[src/rtl/mem_arbiter.sv]
// Round-robin arbiter that multiplexes several cache clients onto one physical
// memory port, keeping exactly one line transaction outstanding at a time.
module mem_arbiter #(
  parameter int unsigned NUM_PORTS  = 2,
  parameter int unsigned ADDR_WIDTH = 16,
  parameter int unsigned LINE_WIDTH = 128
) (
  input  logic                             clk,
  input  logic                             rst_n,
  input  logic [NUM_PORTS-1:0]             req_read,
  input  logic [NUM_PORTS-1:0]             req_write,
  input  logic [NUM_PORTS*ADDR_WIDTH-1:0]  req_address,
  input  logic [NUM_PORTS*LINE_WIDTH-1:0]  req_wdata,
  output logic [NUM_PORTS-1:0]             req_resp,
  output logic [LINE_WIDTH-1:0]            req_rdata,
  output logic                             pmem_read,
  output logic                             pmem_write,
  output logic [ADDR_WIDTH-1:0]            pmem_address,
  output logic [LINE_WIDTH-1:0]            pmem_wdata,
  input  logic                             pmem_resp,
  input  logic [LINE_WIDTH-1:0]            pmem_rdata
);

  localparam int unsigned GW = (NUM_PORTS > 1) ? $clog2(NUM_PORTS) : 1;
  localparam logic [GW-1:0] LAST_IDX = GW'(NUM_PORTS - 1);

  typedef enum logic {
    IDLE,
    BUSY
  } state_t;

  state_t                  r_state;
  state_t                  w_state_nxt;
  logic [GW-1:0]           r_grant;
  logic [GW-1:0]           r_last_grant;
  logic                    r_pmem_read;
  logic                    r_pmem_write;
  logic [ADDR_WIDTH-1:0]   r_pmem_address;
  logic [LINE_WIDTH-1:0]   r_pmem_wdata;

  logic [NUM_PORTS-1:0]    w_requesting;
  logic [GW-1:0]           w_scan;
  logic [GW-1:0]           w_pick;
  logic                    w_found;

  assign w_requesting = req_read | req_write;

  // Scan starts one past the last grant; the wrap is an explicit compare so
  // non-power-of-two port counts never alias onto a nonexistent client.
  always_comb begin
    w_found = 1'b0;
    w_pick  = '0;
    w_scan  = r_last_grant;
    for (int unsigned k = 0; k < NUM_PORTS; k++) begin
      w_scan = (w_scan == LAST_IDX) ? '0 : w_scan + 1'b1;
      if (!w_found && w_requesting[w_scan]) begin
        w_found = 1'b1;
        w_pick  = w_scan;
      end
    end
  end

  always_comb begin
    w_state_nxt = r_state;
    case (r_state)
      IDLE:    if (w_found)   w_state_nxt = BUSY;
      BUSY:    if (pmem_resp) w_state_nxt = IDLE;
      default: w_state_nxt = IDLE;
    endcase
  end

  always_ff @(posedge clk) begin
    if (!rst_n) r_state <= IDLE;
    else        r_state <= w_state_nxt;
  end

  // Request fields are captured only on the grant edge, so any later change
  // on the client inputs is invisible until the transaction completes.
  always_ff @(posedge clk) begin
    if (!rst_n) begin
      r_grant        <= '0;
      r_last_grant   <= LAST_IDX;
      r_pmem_read    <= 1'b0;
      r_pmem_write   <= 1'b0;
      r_pmem_address <= '0;
      r_pmem_wdata   <= '0;
    end else if (r_state == IDLE && w_found) begin
      r_grant        <= w_pick;
      r_pmem_write   <= req_write[w_pick];
      r_pmem_read    <= ~req_write[w_pick];
      r_pmem_address <= req_address[int'(w_pick)*ADDR_WIDTH +: ADDR_WIDTH];
      r_pmem_wdata   <= req_wdata[int'(w_pick)*LINE_WIDTH +: LINE_WIDTH];
    end else if (r_state == BUSY && pmem_resp) begin
      r_last_grant   <= r_grant;
      r_pmem_read    <= 1'b0;
      r_pmem_write   <= 1'b0;
    end
  end

  always_comb begin
    req_resp = '0;
    if (r_state == BUSY && rst_n) req_resp[r_grant] = pmem_resp;
  end

  assign req_rdata    = pmem_rdata;
  assign pmem_read    = r_pmem_read;
  assign pmem_write   = r_pmem_write;
  assign pmem_address = r_pmem_address;
  assign pmem_wdata   = r_pmem_wdata;

endmodule

[config.mk]
export PLATFORM = sky130hd
export DESIGN_NAME = mem_arbiter
export DESIGN_NICKNAME = d
export VERILOG_FILES = /design/src/rtl/mem_arbiter.sv
export SDC_FILE = /design/constraint.sdc
export NUM_CORES = 1
export LEC_CHECK = 0
export BUFFER_PORTS_ARGS = -buffer_cell sky130_fd_sc_hd__buf_2
export CAP_MARGIN = 25
export CORE_AREA = 2 2 269 271
export DETAILED_ROUTE_END_ITERATION = 8
export DIE_AREA = 0 0 271 273
export PLACE_DENSITY = 0.38
export REMOVE_ABC_BUFFERS = 1
export SYNTH_ARGS = -nofsm -noshare
export SYNTH_HDL_FRONTEND = slang
export SYNTH_SLANG_ARGS = --single-unit
export TNS_END_PERCENT = 5
[constraint.sdc]
create_clock -name clk -period 2.5 [get_ports clk]
set_input_delay 0.125 -clock clk [delete_from_list [all_inputs] [get_ports clk]]
set_output_delay 0.125 -clock clk [all_outputs]
set_load 0.03 [all_outputs]
# == After elaboration in Yosys (flattened, before gate mapping) ==
# Cells that the tools add are included.
# classes
order_cmp,5
reduce_logical,8
add_sub_neg,2
n_mux,21
n_bitwise,5
shifts,2
# op_table
operator,count
indexed part select 256 x 9 -> 128 bit,1
indexed part select 32 x 6 -> 16 bit,1
2-to-1 mux 1 bit,18
"< comparator 1 x 2 -> 1 bit, second input constant",4
logical AND 1 bit,5
inverter 1 bit,3
"adder 1 bit, second input constant",2
AND 2 bit,1
2-to-1 mux 2 bit,1
OR 2 bit,1
one-hot mux 1 bit (2 select lines),1
AND reduction 2 bit,1
nonzero test 2 bit,1
demux 1 bit (select 1 bit),1
"greater-or-equal comparator 1 bit, second input constant",1
logical NOT 1 bit,1
# word_totals
reg_bits,149
out_inout_bits,276
elab_cells,50
input_bits,423

# == Depth between registers and ports, before layout ==
# logic_depth
ltp_word,12
depth_mapped,7
mapped_depth_nobuf,4

# == Least setup slack after synthesis ==
# Ideal clock, no wire load.
# synth_path
path_kind,register to register
from,register r_last_grant
to,"register r_pmem_wdata[42], in the netlist pmem_wdata[42]"
path_stages_with_launch,7
setup_slack_ns,1.287
arrival_time_ns,1.138
setup_time_ns,0.074
path_buffers,2
cell_sequence,dfxtp_1 o21ai_1 o21ai_2 buf_2 buf_2 nand2_1 a31oi_1
# synth_between
elab_chain_cells,9
word_cells_on_any_way,16
classes_between,add/sub (2); shift (1); mux (10); reduce/logical (3)
# synth_lines
element,line,source
"start, declared",35,logic [GW-1:0] r_last_grant;
"start signal, assigned",94,r_last_grant <= r_grant;
adder 1 bit,55,w_scan = (w_scan == LAST_IDX) ? '0 : w_scan + 1'b1;
2-to-1 mux 1 bit (*),55,
adder 1 bit or 2-to-1 mux 1 bit (tied branches),"55, 56",
2-to-1 mux 1 bit (on tied branches),"55, 56",
2-to-1 mux 1 bit (implied by the code),56,if (!w_found && w_requesting[w_scan]) begin
2-to-1 mux 1 bit (implied by the code) or logical NOT 1 bit (tied branches),56,
logical AND 1 bit,56,
2-to-1 mux 1 bit,56,
indexed part select 256 x 9 -> 128 bit or logical AND 1 bit (tied branches),"92, 87",
"end signal, assigned",92,r_pmem_wdata <= req_wdata[int'(w_pick)*LINE_WIDTH +: LINE_WIDTH];
"end, declared",39,logic [LINE_WIDTH-1:0] r_pmem_wdata;
# Every way passes the cells marked *; elsewhere a longest branch is shown, timed or not. The select of a mux whose other input is x is not followed.
# A chain may end at the register's enable or synchronous reset.

# == Worst setup path in the final report ==
# layout_path
from,register r_state
to,"register r_pmem_address[0], in the netlist pmem_address[0]"
# layout_between
elab_chain_cells,2
# layout_lines
element,line,source
"start, declared",32,state_t r_state;
"start signal, assigned",74,else r_state <= w_state_nxt;
inverter 1 bit,87,end else if (r_state == IDLE && w_found) begin
logical AND 1 bit,87,
"end signal, assigned",91,r_pmem_address <= req_address[int'(w_pick)*ADDR_WIDTH +: ADDR_WIDTH];
"end, declared",38,logic [ADDR_WIDTH-1:0] r_pmem_address;
# Every way passes these cells.

==> impl_metrics.csv <==
group,metric,value,unit
final_layout,fin_cells,2491,
synth,yosysTopAreaCell,"dfxtp_1",
detailed_routing,ant_nets,0,
grt,grt_max_degree,100,
clocking,cts-root-buf,"clkbuf_16",
die,rows,98,
timing,skew,0.03072,ns
die,io-pin-count,699,
power,p_switching,0.002706,W
synth,synth_ff_type,"dfxtp_1",
final_layout,fin_nets,1951,
clocking,clkTransAtPathRegs,0.07,ns
detailed_routing,viasPerCell,3.802,
power,power_frac_seq,0.341,
grt,grt_pass1_wl,76460,um
die,initial_core_util,0.1022,
detailed_routing,routed_wl,57660,um
setup_path,path_max_fanout,61,
detailed_routing,drc,0,
clocking,clkLatencyLatePin,0.48,ns
synth,yosysUniqueCellTypes,26,
power,switching_share,0.3359,
grt,track_usage,0.1509,
setup_path,crit_required,2.92,ns
grt,grt_pass1_vias,9250,
synth,yosysWarnings,0,
power,pwr_density_cell,613.5,mW/mm^2
place,dp_hpwl,42650,um
detailed_routing,first_iter_violations,613,
timing,worst_slack,0.2292,ns
timing,slew_violations,0,
die,die_w,271,um
setup_path,path_delay_family,"buffers and inverters",
die,placeableCoreArea,0.07100,sq mm
timing,finalSetupViolations,0,
setup_path,rrSetupSlack,0.23,ns
clocking,cts_tree,"done",
final_layout,syn_to_final_growth,81.00,%
synth,ys_ff_latch,149,
worst_hold_path,hold_path_depth,2,
setup_path,rr_worst_depth,6,
setup_path,cp_slowest_stage_delay,0.57,ns
synth,syn_area,0.007256,sq mm
setup_path,endpoint_kind,"register",
place,numPlacedInstances,2167,
synth,synth.cells.most_frequent,"290 x nand2_1, 149 x dfxtp_1, 144 x a31oi_1, 144 x o21ai_0, 136 x buf_4",
die,die_area,0.07398,sq mm
grt,overflow,0,
timing,fin_crit_sh,0.9083,
final_layout,fillCellCount,8111,
timing,fin_crit,2.271,ns
worst_hold_path,min_from,"rst_n",
power,total_power,0.008057,W
timing,hold_viol,0,
timing,hold_ws,0.06818,ns
power,power_frac_comb,0.293,
die,die_y,273,um
detailed_routing,first_pass_iters,4,
synth,synth_top_area_share,0.4111,
final_layout,diodes,0,
grt,antenna_found_initial,0,
place,dp_slack,0.6580,ns
clocking,cts_buffers,17,
place,io_buffers,442,
clocking,cts_max_level,4,
setup_path,worst-setup-path-type,"register to register",
place,routabilityCongestion,0.8593,
status,status,"complete, no violations",
synth,synthArstFlopShare,0,
setup_path,critPathBufInv,3,
timing,tightest_slew,0.4754,ns
setup_path,crit_arrival,2.69,ns
setup_path,critPathLaunchType,"register",
run,cap_violations,0,
synth,syn_inst,957,
synth,synthTopCellsByArea,"dfxtp_1 41%, nand2_1 15%, buf_4 14%",
timing,fmax,0.4404,GHz
synth,synth.most_common_cell,"nand2_1",
worst_hold_path,min_to,"r_last_grant$_SDFFE_PN1P_",
detailed_routing,vias,9472,
timing,relSlewSlack,0.6831,
clocking,cts.sinks,149,
worst_hold_path,hold_path.class,"input port to register",
power,p_leak,6.063,nW
power,p_int,0.005350,W
power,peakVddDrop,0.0003610,V
setup_path,r2r-start,"r_state$_SDFF_PN0_",
synth,seq_area_frac_synth,0.4111,
synth,postSynthAreaPerCell,7.582,sq um
timing,rsz0062_at_grt,"false",
clocking,cts_buffer_depth,2,
power,power_frac_clock,0.366,
setup_path,path_cells,"nor2_4 -> buf_12 -> buf_4 -> o21ai_0 -> a31oi_1 -> dlygate4sd3_1",
final_layout,drive_above_1_share,0.3277,
setup_path,cp_slowest_cell,"dlygate4sd3_1",
synth,synth_edf_count,0,
setup_path,reg2reg_to,"pmem_address[0]$_SDFFE_PN0P_",
detailed_routing,wl_per_cell,23.15,um
==> per-stage QoR <==
stage	setup TNS (ns)	area [sq um]	util
after detailed placement	0	9567	0.1348
after global routing	0	13130	0.1850
final	0	13130	0.1850
after global placement	0	9547	0.1345
after CTS	0	13100	0.1845
after floorplan	-445.18	5843	-
==> routing by layer <==
| metal | global-route usage | up-vias | part of all wire |
|---|---|---|---|
| met4 | 0.03242 | 14 | 0.012 |
| li1 | - | 4288 | - |
| met2 | 0.1821 | 782 | 0.35 |
| met5 | 0.08729 | - | 0.015 |
| met1 | 0.1810 | 4345 | 0.42 |
| met3 | 0.1410 | 43 | 0.20 |
==> power groups by stage <==
stage / Combinational (W) / Clock, W / Sequential, W
floorplan: 0.000549 / 0 / 0.00325
global placement: 0.00184 / 0 / 0.00279
detailed placement: 0.00184 / 0 / 0.00280
CTS: 0.00234 / 0.00308 / 0.00275
global route: 0.00253 / 0.00314 / 0.00277
finish: 0.00236 / 0.00295 / 0.00275
==> worst reg2reg max path, cell delays in order, from the launching register on <==
cell and delay [ns]:
dfxtp_1 0.38, nor2_4 0.38, buf_12 0.29, buf_4 0.37
o21ai_0 0.08, a31oi_1 0.17, dlygate4sd3_1 0.57
==> timing repair <==
action,in CTS,in global routing
setup endpoints to repair,0,1
setup buffers,0,3
gates resized for setup,0,0
hold buffers,289,0
hold endpoints to repair,145,0
==> registers in the layout, indices dropped and copies added (netlist names) <==
name          cells
pmem_wdata      128
pmem_address     16
pmem_read         1
pmem_write        1
r_grant           1
r_last_grant      1
r_state           1
==> cell type report <==
cell class	instances	area, sq um	share of cell area
clock buffer	19	442.9	0.03373
clock inverter	13	195.2	0.01486
tap	950	1189	0.09051
sequential	149	2983	0.2271
timing repair buffer	759	5443	0.4144
multi-input combinational	599	2873	0.2188
inverter	2	7.507	0.0005716
==> cell families (layout without fill, tap and decap cells) <==
kind of cell / after synthesis / in the layout / share of synthesized area
compound gates: 297 / 297 / 0.2321
simple gates: 301 / 301 / 0.1597
buf+inv: 209 / 793 / 0.1957
flops: 149 / 149 / 0.4111
mux: 1 / 1 / 0.001380
==> cell usage in the layout, fill, tap and decap left out, types with 2 or more instances in the layout <==
cell type / netlist / final
buf_2: 16 / 441
nand2_1: 290 / 290
dlygate4sd3_1: 0 / 289
dfxtp_1: 149 / 149
o21ai_0: 144 / 144
a31oi_1: 144 / 144
buf_4: 136 / 19
clkbuf_16: 0 / 17
buf_12: 0 / 10
inv_6: 0 / 4
bufinv_16: 0 / 4
nand2b_1: 3 / 3
clkinvlp_4: 0 / 3
nor2_1: 2 / 2
inv_1: 2 / 2
a21oi_1: 2 / 2
clkinv_4: 0 / 2
==> worst max-delay path by stage <==
stage                                          from                            to  slack, ns  depth (start not counted)
after global placement                  req_read[1]   pmem_wdata[99]$_SDFFE_PN0P_       0.53                          5
after floorplan                  r_state$_SDFF_PN0_  pmem_address[0]$_SDFFE_PN0P_      -3.05                          3
final                            r_state$_SDFF_PN0_  pmem_address[0]$_SDFFE_PN0P_       0.23                          6
after detailed placement               req_write[0]   pmem_wdata[70]$_SDFFE_PN0P_       0.66                          6
after CTS                 r_last_grant$_SDFFE_PN1P_   pmem_wdata[70]$_SDFFE_PN0P_       0.14                          6
after global routing             r_state$_SDFF_PN0_  pmem_address[0]$_SDFFE_PN0P_        0.1                          6
Note: power is estimated with default switching activity, not from simulation.
